<file path="src/rtl/aib_link_pkg.sv">
// Shared types and constants for the AIB Gen2 follower link bring-up controller.
package aib_link_pkg;

  typedef enum logic [2:0] {
    ST_IDLE       = 3'd0,
    ST_RST_HOLD   = 3'd1,
    ST_WAIT_FS    = 3'd2,
    ST_WAIT_XFER  = 3'd3,
    ST_WAIT_ALIGN = 3'd4,
    ST_ONLINE     = 3'd5,
    ST_FAIL       = 3'd6
  } link_state_e;

  localparam int RETRY_W = 4;
  localparam int DROP_W  = 8;

  localparam int DEF_NBR_CHNLS    = 24;
  localparam int DEF_ACTIVE_CHNLS = 1;
  localparam int DEF_RST_HOLD_CYC = 16;
  localparam int DEF_TIMEOUT_CYC  = 4096;
  localparam int DEF_MAX_RETRY    = 3;

  function automatic int max_int(input int a, input int b);
    return (a > b) ? a : b;
  endfunction

endpackage

</file>
<file path="src/rtl/aib_link_bringup_ctrl_sync.sv">
// Parameterized-width 2-flop synchronizer with async active-low reset to zero.
module aib_sync2 #(
  parameter int W = 1
) (
  input  logic         i_clk,
  input  logic         i_rst_n,
  input  logic [W-1:0] i_d,
  output logic [W-1:0] o_q
);

  logic [W-1:0] r_meta;
  logic [W-1:0] r_sync;

  always_ff @(posedge i_clk or negedge i_rst_n) begin
    if (!i_rst_n) begin
      r_meta <= '0;
      r_sync <= '0;
    end else begin
      r_meta <= i_d;
      r_sync <= r_meta;
    end
  end

  assign o_q = r_sync;

endmodule

</file>
<file path="src/rtl/aib_link_bringup_ctrl.sv">
// Brings the AIB follower link from reset to online, with timeout/retry and link-loss recovery.
module aib_link_bringup_ctrl
  import aib_link_pkg::*;
#(
  parameter int NBR_CHNLS    = DEF_NBR_CHNLS,
  parameter int ACTIVE_CHNLS = DEF_ACTIVE_CHNLS,
  parameter int RST_HOLD_CYC = DEF_RST_HOLD_CYC,
  parameter int TIMEOUT_CYC  = DEF_TIMEOUT_CYC,
  parameter int MAX_RETRY    = DEF_MAX_RETRY
) (
  input  logic                 clk_wr,
  input  logic                 rst_wr_n,
  input  logic                 enable,
  input  logic                 fs_adapter_rstn,
  input  logic                 fs_mac_rdy,
  input  logic [NBR_CHNLS-1:0] ms_tx_transfer_en,
  input  logic [NBR_CHNLS-1:0] sl_tx_transfer_en,
  input  logic                 m_rx_align_done,
  output logic                 ns_adapter_rstn,
  output logic                 ns_mac_rdy,
  output logic                 tx_online,
  output logic                 rx_online,
  output logic                 link_fail,
  output logic [RETRY_W-1:0]   retry_cnt,
  output logic [DROP_W-1:0]    drop_cnt,
  output logic [2:0]           state
);

  localparam int CNT_MAX = max_int(TIMEOUT_CYC, RST_HOLD_CYC);
  localparam int CNT_W   = $clog2(CNT_MAX + 1);

  logic [2:0]           w_scalar_s;
  logic [NBR_CHNLS-1:0] w_ms_s;
  logic [NBR_CHNLS-1:0] w_sl_s;
  logic                 w_fs_rstn_s;
  logic                 w_fs_mac_s;
  logic                 w_align_s;
  logic                 w_xfer_ok;
  logic                 w_hold_done;
  logic                 w_timeout;

  link_state_e          r_state;
  logic [CNT_W-1:0]     r_cnt;
  logic [RETRY_W-1:0]   r_retry;
  logic [DROP_W-1:0]    r_drop;
  logic                 r_ns_adapter_rstn;
  logic                 r_ns_mac_rdy;
  logic                 r_online;
  logic                 r_link_fail;

  link_state_e          w_next;
  logic [RETRY_W-1:0]   w_retry_next;
  logic [RETRY_W-1:0]   w_retry_inc;
  logic                 w_drop_inc;

  aib_sync2 #(.W(3)) u_sync_scalar (
    .i_clk   (clk_wr),
    .i_rst_n (rst_wr_n),
    .i_d     ({fs_adapter_rstn, fs_mac_rdy, m_rx_align_done}),
    .o_q     (w_scalar_s)
  );

  aib_sync2 #(.W(NBR_CHNLS)) u_sync_ms (
    .i_clk   (clk_wr),
    .i_rst_n (rst_wr_n),
    .i_d     (ms_tx_transfer_en),
    .o_q     (w_ms_s)
  );

  aib_sync2 #(.W(NBR_CHNLS)) u_sync_sl (
    .i_clk   (clk_wr),
    .i_rst_n (rst_wr_n),
    .i_d     (sl_tx_transfer_en),
    .o_q     (w_sl_s)
  );

  assign w_fs_rstn_s = w_scalar_s[2];
  assign w_fs_mac_s  = w_scalar_s[1];
  assign w_align_s   = w_scalar_s[0];
  assign w_xfer_ok   = &(w_ms_s[ACTIVE_CHNLS-1:0] & w_sl_s[ACTIVE_CHNLS-1:0]);

  // One counter serves both the reset-hold length and the wait-state timeout.
  assign w_hold_done = (r_cnt == CNT_W'(RST_HOLD_CYC - 1));
  assign w_timeout   = (r_cnt == CNT_W'(TIMEOUT_CYC - 1));
  assign w_retry_inc = r_retry + RETRY_W'(1);

  always_comb begin
    w_next       = r_state;
    w_retry_next = r_retry;
    w_drop_inc   = 1'b0;
    if (!enable) begin
      w_next       = ST_IDLE;
      w_retry_next = '0;
    end else begin
      unique case (r_state)
        ST_IDLE:     w_next = ST_RST_HOLD;
        ST_RST_HOLD: if (w_hold_done) w_next = ST_WAIT_FS;
        ST_WAIT_FS, ST_WAIT_XFER, ST_WAIT_ALIGN: begin
          if (w_timeout) begin
            w_retry_next = w_retry_inc;
            w_next = (w_retry_inc == RETRY_W'(MAX_RETRY)) ? ST_FAIL : ST_RST_HOLD;
          end else if (r_state == ST_WAIT_FS) begin
            if (w_fs_rstn_s && w_fs_mac_s) w_next = ST_WAIT_XFER;
          end else if (r_state == ST_WAIT_XFER) begin
            if (w_xfer_ok) w_next = ST_WAIT_ALIGN;
          end else if (w_align_s) begin
            w_next       = ST_ONLINE;
            w_retry_next = '0;
          end
        end
        ST_ONLINE: begin
          if (!(w_fs_rstn_s && w_fs_mac_s && w_xfer_ok && w_align_s)) begin
            w_next       = ST_RST_HOLD;
            w_retry_next = '0;
            w_drop_inc   = 1'b1;
          end
        end
        ST_FAIL:     w_next = ST_FAIL;
        default:     w_next = ST_IDLE;
      endcase
    end
  end

  // Outputs are decoded from the next state so they move together with state.
  always_ff @(posedge clk_wr or negedge rst_wr_n) begin
    if (!rst_wr_n) begin
      r_state           <= ST_IDLE;
      r_cnt             <= '0;
      r_retry           <= '0;
      r_drop            <= '0;
      r_ns_adapter_rstn <= 1'b0;
      r_ns_mac_rdy      <= 1'b0;
      r_online          <= 1'b0;
      r_link_fail       <= 1'b0;
    end else begin
      r_state <= w_next;
      r_retry <= w_retry_next;
      if (w_next != r_state) begin
        r_cnt <= '0;
      end else if (r_cnt != CNT_W'(CNT_MAX)) begin
        r_cnt <= r_cnt + CNT_W'(1);
      end
      if (w_drop_inc && (r_drop != {DROP_W{1'b1}})) begin
        r_drop <= r_drop + DROP_W'(1);
      end
      r_ns_adapter_rstn <= (w_next == ST_WAIT_FS) || (w_next == ST_WAIT_XFER) ||
                           (w_next == ST_WAIT_ALIGN) || (w_next == ST_ONLINE);
      r_ns_mac_rdy      <= (w_next == ST_WAIT_XFER) || (w_next == ST_WAIT_ALIGN) ||
                           (w_next == ST_ONLINE);
      r_online          <= (w_next == ST_ONLINE);
      r_link_fail       <= (w_next == ST_FAIL);
    end
  end

  assign ns_adapter_rstn = r_ns_adapter_rstn;
  assign ns_mac_rdy      = r_ns_mac_rdy;
  assign tx_online       = r_online;
  assign rx_online       = r_online;
  assign link_fail       = r_link_fail;
  assign retry_cnt       = r_retry;
  assign drop_cnt        = r_drop;
  assign state           = r_state;

endmodule
</file>
<file path="config.mk">
export PLATFORM = sky130hd
export DESIGN_NAME = aib_link_bringup_ctrl
export DESIGN_NICKNAME = d
export VERILOG_FILES = /design/src/rtl/aib_link_pkg.sv /design/src/rtl/aib_link_bringup_ctrl_sync.sv /design/src/rtl/aib_link_bringup_ctrl.sv
export SDC_FILE = /design/constraint.sdc
export NUM_CORES = 1
export LEC_CHECK = 0
export BUFFER_PORTS_ARGS = -buffer_cell sky130_fd_sc_hd__buf_2
export CORE_MARGIN = 2
export CORE_UTILIZATION = 50
export CTS_CLUSTER_SIZE = 10
export DETAILED_ROUTE_END_ITERATION = 8
export PLACE_DENSITY = 0.87
export SETUP_SLACK_MARGIN = 0.15
export SLEW_MARGIN = 10
export SYNTH_ARGS = -nofsm -noshare
export SYNTH_HDL_FRONTEND = slang
export SYNTH_SLANG_ARGS = --single-unit
</file>
<file path="constraint.sdc">
create_clock -name clk_wr -period 3.1 [get_ports clk_wr]
set_clock_uncertainty 0.2 [all_clocks]
set_input_delay 0 -clock clk_wr [delete_from_list [all_inputs] [get_ports clk_wr]]
set_output_delay 0 -clock clk_wr [all_outputs]
set_load 0.01 [all_outputs]
</file>
==> flow_summary.toml <==
[timing]
tightest_slew_ns = 0.918
slew_viol_final = 0
maxSlewHeadroom_pct = 38.8
finalSetupViolations = 0
setup_tns_ns = 0
fmax_mhz = 372
period_minus_slack_ns = 2.69
rsz0062_at_grt = "false"
hold_viol_final = 0
min_period_over_period_pct = 86.7

[die]
die_h_um = 71.0
fp.dieW_um = 71.0
num_rows = 24
pin_count = 74
initial_core_util_pct = 51.6
core-area_um2 = 4350
die_area_um2 = 5050

[logic_synthesis]
synthArstFlopShare_pct = 100
avgSynthCellArea_um2 = 9.90
ys_top_cells_by_area = "dfrtp_1 (47%), nand2_1 (4.3%), xnor2_1 (3.9%)"
synth.distinct_cells = 49
syn_area_um2 = 2250
synth_edf_count = 0
synth_xor_area_share_pct = 7.02
synth-adder-area-share_pct = 2.78
synth_simple_gate_area_share_pct = 25.3
synthCells = 227
synth-seq-area-share_pct = 46.8
synth_mux_area_share_pct = 2.56
ys_ff_latch = 42
synth_top_area_share_pct = 46.8
synth-compound-area-share_pct = 12.8
synth_flop_cell = "dfrtp_1"
ys_warn_count = 0
syn_nets = 286
synth_largest_area_cell = "dfrtp_1"
synth_top_family_by_area = "simple AND/OR/NAND/NOR gates"

[grt]
antenna_found_initial = 0
grt_pass1_wl_mm = 7.69
grt_max_degree = 43
grt_pass1_vias = 1763
grt-ovfl-total = 0
grtUsageTotal_pct = 18.9

[placement]
portBuffers = 27
place_congestion = 0.867
dp_hpwl_mm = 3.07

[clock_tree]
worstSkewPairLatency_ns = 0.30
cts-root-buf = "clkbuf_8"
cts_tree = "done"
cts_setup_buffers = 0
h-tree-depth = 2
cts.clk_slew.worst_paths_ns = 0.08
clockBufferDepth = 2
numCtsBuffers = 5
post_cts_resized = 0
cts_sinks = 42

[routing]
vias_per_cell = 5.56
remaining_drc_errors = 0
routedWlPerCell_um = 14.0
drtIter0Drc = 85
drtPass1Iterations = 4
vias = 1761
wl_mm = 4.43
postRouteAntennaNets = 0

[layout]
antennaDiodeCount = 0
final_layout_size_suffix_gt1_share_pct = 21.9
fill_cells = 356
syn_to_final_growth_pct = 16.5
nets = 323

[critical_path]
crit_fanout = 13
crit_arrival_ns = 2.63
r2r-start = "r_cnt[0]"
worstSetupStartpointType = "register"
r2r_slack_ns = 0.41
crit_path_end_kind = "register"
worstReg2RegEnd = "r_cnt[0]"
critPathRequiredTime_ns = 3.04
crit_end = "r_cnt[0]"
setup.worst_path.class = "reg2reg"
rr_worst_depth = 8
startpoint = "r_cnt[0]"

[pwr]
p_int_mw = 0.831
vdd_drop_max_uv = 318
swShare_pct = 22.6
power_density_nw_per_um2 = 410
p_seq_share_pct = 53.3
p_clk_share_pct = 40.1
power_mw = 1.07
switchingPower_mw = 0.243
combPwrFrac_pct = 6.6
total_leakage_power_nw = 1.19

[worst_hold_path]
hp-class = "in2reg"

[outcome]
status = "finished, final reports clean"

[run]
cap_viol_max_count = 0
worst min-delay path by stage:
stage                                     from                 endpoint  slack, ns  depth (start not counted)
after floorplan                       rst_wr_n              drop_cnt[0]      -0.50                          0
after global placement    sl_tx_transfer_en[0]      u_sync_sl.r_meta[0]      -0.09                          1
after detailed placement       fs_adapter_rstn  u_sync_scalar.r_meta[2]      -0.09                          1
after CTS                 sl_tx_transfer_en[0]      u_sync_sl.r_meta[0]       0.13                          2
after global routing      sl_tx_transfer_en[0]      u_sync_sl.r_meta[0]       0.13                          2
final                     sl_tx_transfer_en[0]      u_sync_sl.r_meta[0]       0.14                          2
registers in the layout, indices dropped and copies added (netlist names), 3 cells and up:
register              flops
r_cnt                    13
drop_cnt                  8
retry_cnt                 4
state                     3
u_sync_scalar.o_q         3
u_sync_scalar.r_meta      3
synthesized netlist by cell type (2+ instances only):
cell type and n:
o31ai_1 2, nand2b_1 7, nor3_2 5, o21a_1 3, buf_2 2, nor2_1 20
mux2_2 2, xor2_1 8, nor3_1 10, mux2i_1 2, o32ai_2 2, nand4_1 6
or2_2 3, a31oi_1 5, nor4_1 3, nand2_1 26, o21ai_0 5, xnor2_1 10
a21oi_1 6, ha_1 5, nor2b_1 5, inv_1 6, and2_1 2, nand3_1 9
dfrtp_1 42, clkbuf_1 4, and3_1 3, buf_4 2, o22ai_1 2
power by group through the flow:
stage               Clock, mW  Sequential [mW]  Combinational, mW
floorplan                   0            0.581             0.0385
global placement            0            0.583             0.0610
detailed placement          0            0.584             0.0646
CTS                     0.441            0.573             0.0714
global route            0.456            0.574             0.0792
finish                  0.430            0.573             0.0704
what timing repair did:
| item | CTS | global route |
|---|---|---|
| hold buffers | 7 | 0 |
| setup endpoints to repair | 0 | 0 |
| endpoints found under the hold margin | 54 | 0 |
layout make-up:
class / instances / area, um2 / share of cell area (%)
Sequential cell: 42 / 1050 / 40.2
Inverter: 6 / 22.5 / 0.860
Clock inverter: 2 / 37.5 / 1.43
Timing Repair Buffer: 38 / 235 / 8.99
Tap cell: 52 / 65.1 / 2.49
Clock buffer: 6 / 72.6 / 2.77
Multi-Input combinational cell: 171 / 1130 / 43.3
placed cells by master (no fill, tap or decap), types with 6 or more instances in the layout:
cell | Yosys | layout
nor2_1 | 20 | 20
dfrtp_1 | 42 | 42
nand3_1 | 9 | 9
buf_2 | 2 | 27
nand4_1 | 6 | 6
xor2_1 | 8 | 8
nor3_1 | 10 | 10
dlygate4sd3_1 | 0 | 7
inv_1 | 6 | 6
nand2b_1 | 7 | 7
nand2_1 | 26 | 26
xnor2_1 | 10 | 10
a21oi_1 | 6 | 6
kinds of logic after synthesis:
kind of cell / count (synthesis)
fa+ha+maj: 5
flops: 42
compound gates: 37
simple gates: 106
mux: 5
buf+inv: 14
xor+xnor: 18
worst max-delay path, stage by stage, from the launching register on:
cell      delay, ns
dfrtp_1        0.40
ha_1           0.24
nand3_2        0.14
or4_4          0.60
nor2_4         0.16
mux2_4         0.33
o221ai_2       0.13
buf_4          0.24
nor3_1         0.08
routing by layer:
metal  part of all wire, %  vias to the layer above  global-route usage [%]
met5                     0                        -                       0
met4                   1.7                        0                    8.60
met3                   5.4                        9                    4.42
met2                    50                       56                    31.4
met1                    43                      823                    23.6
li1                      -                      873                       -
metrics by stage:
stage,worst slack (ns),hold WS (ns),instances,cell area [um2],util (%)
final,0.413,0.141,317,2620,60.1
after detailed placement,0.432,-0.0907,302,2440,56.0
after floorplan,0.589,-0.496,227,2250,-
after CTS,0.416,0.132,317,2620,60.1
after global routing,0.283,0.131,317,2620,60.1
after global placement,0.481,-0.0921,302,2440,56.0
Note: power is estimated with default switching activity, not from simulation.
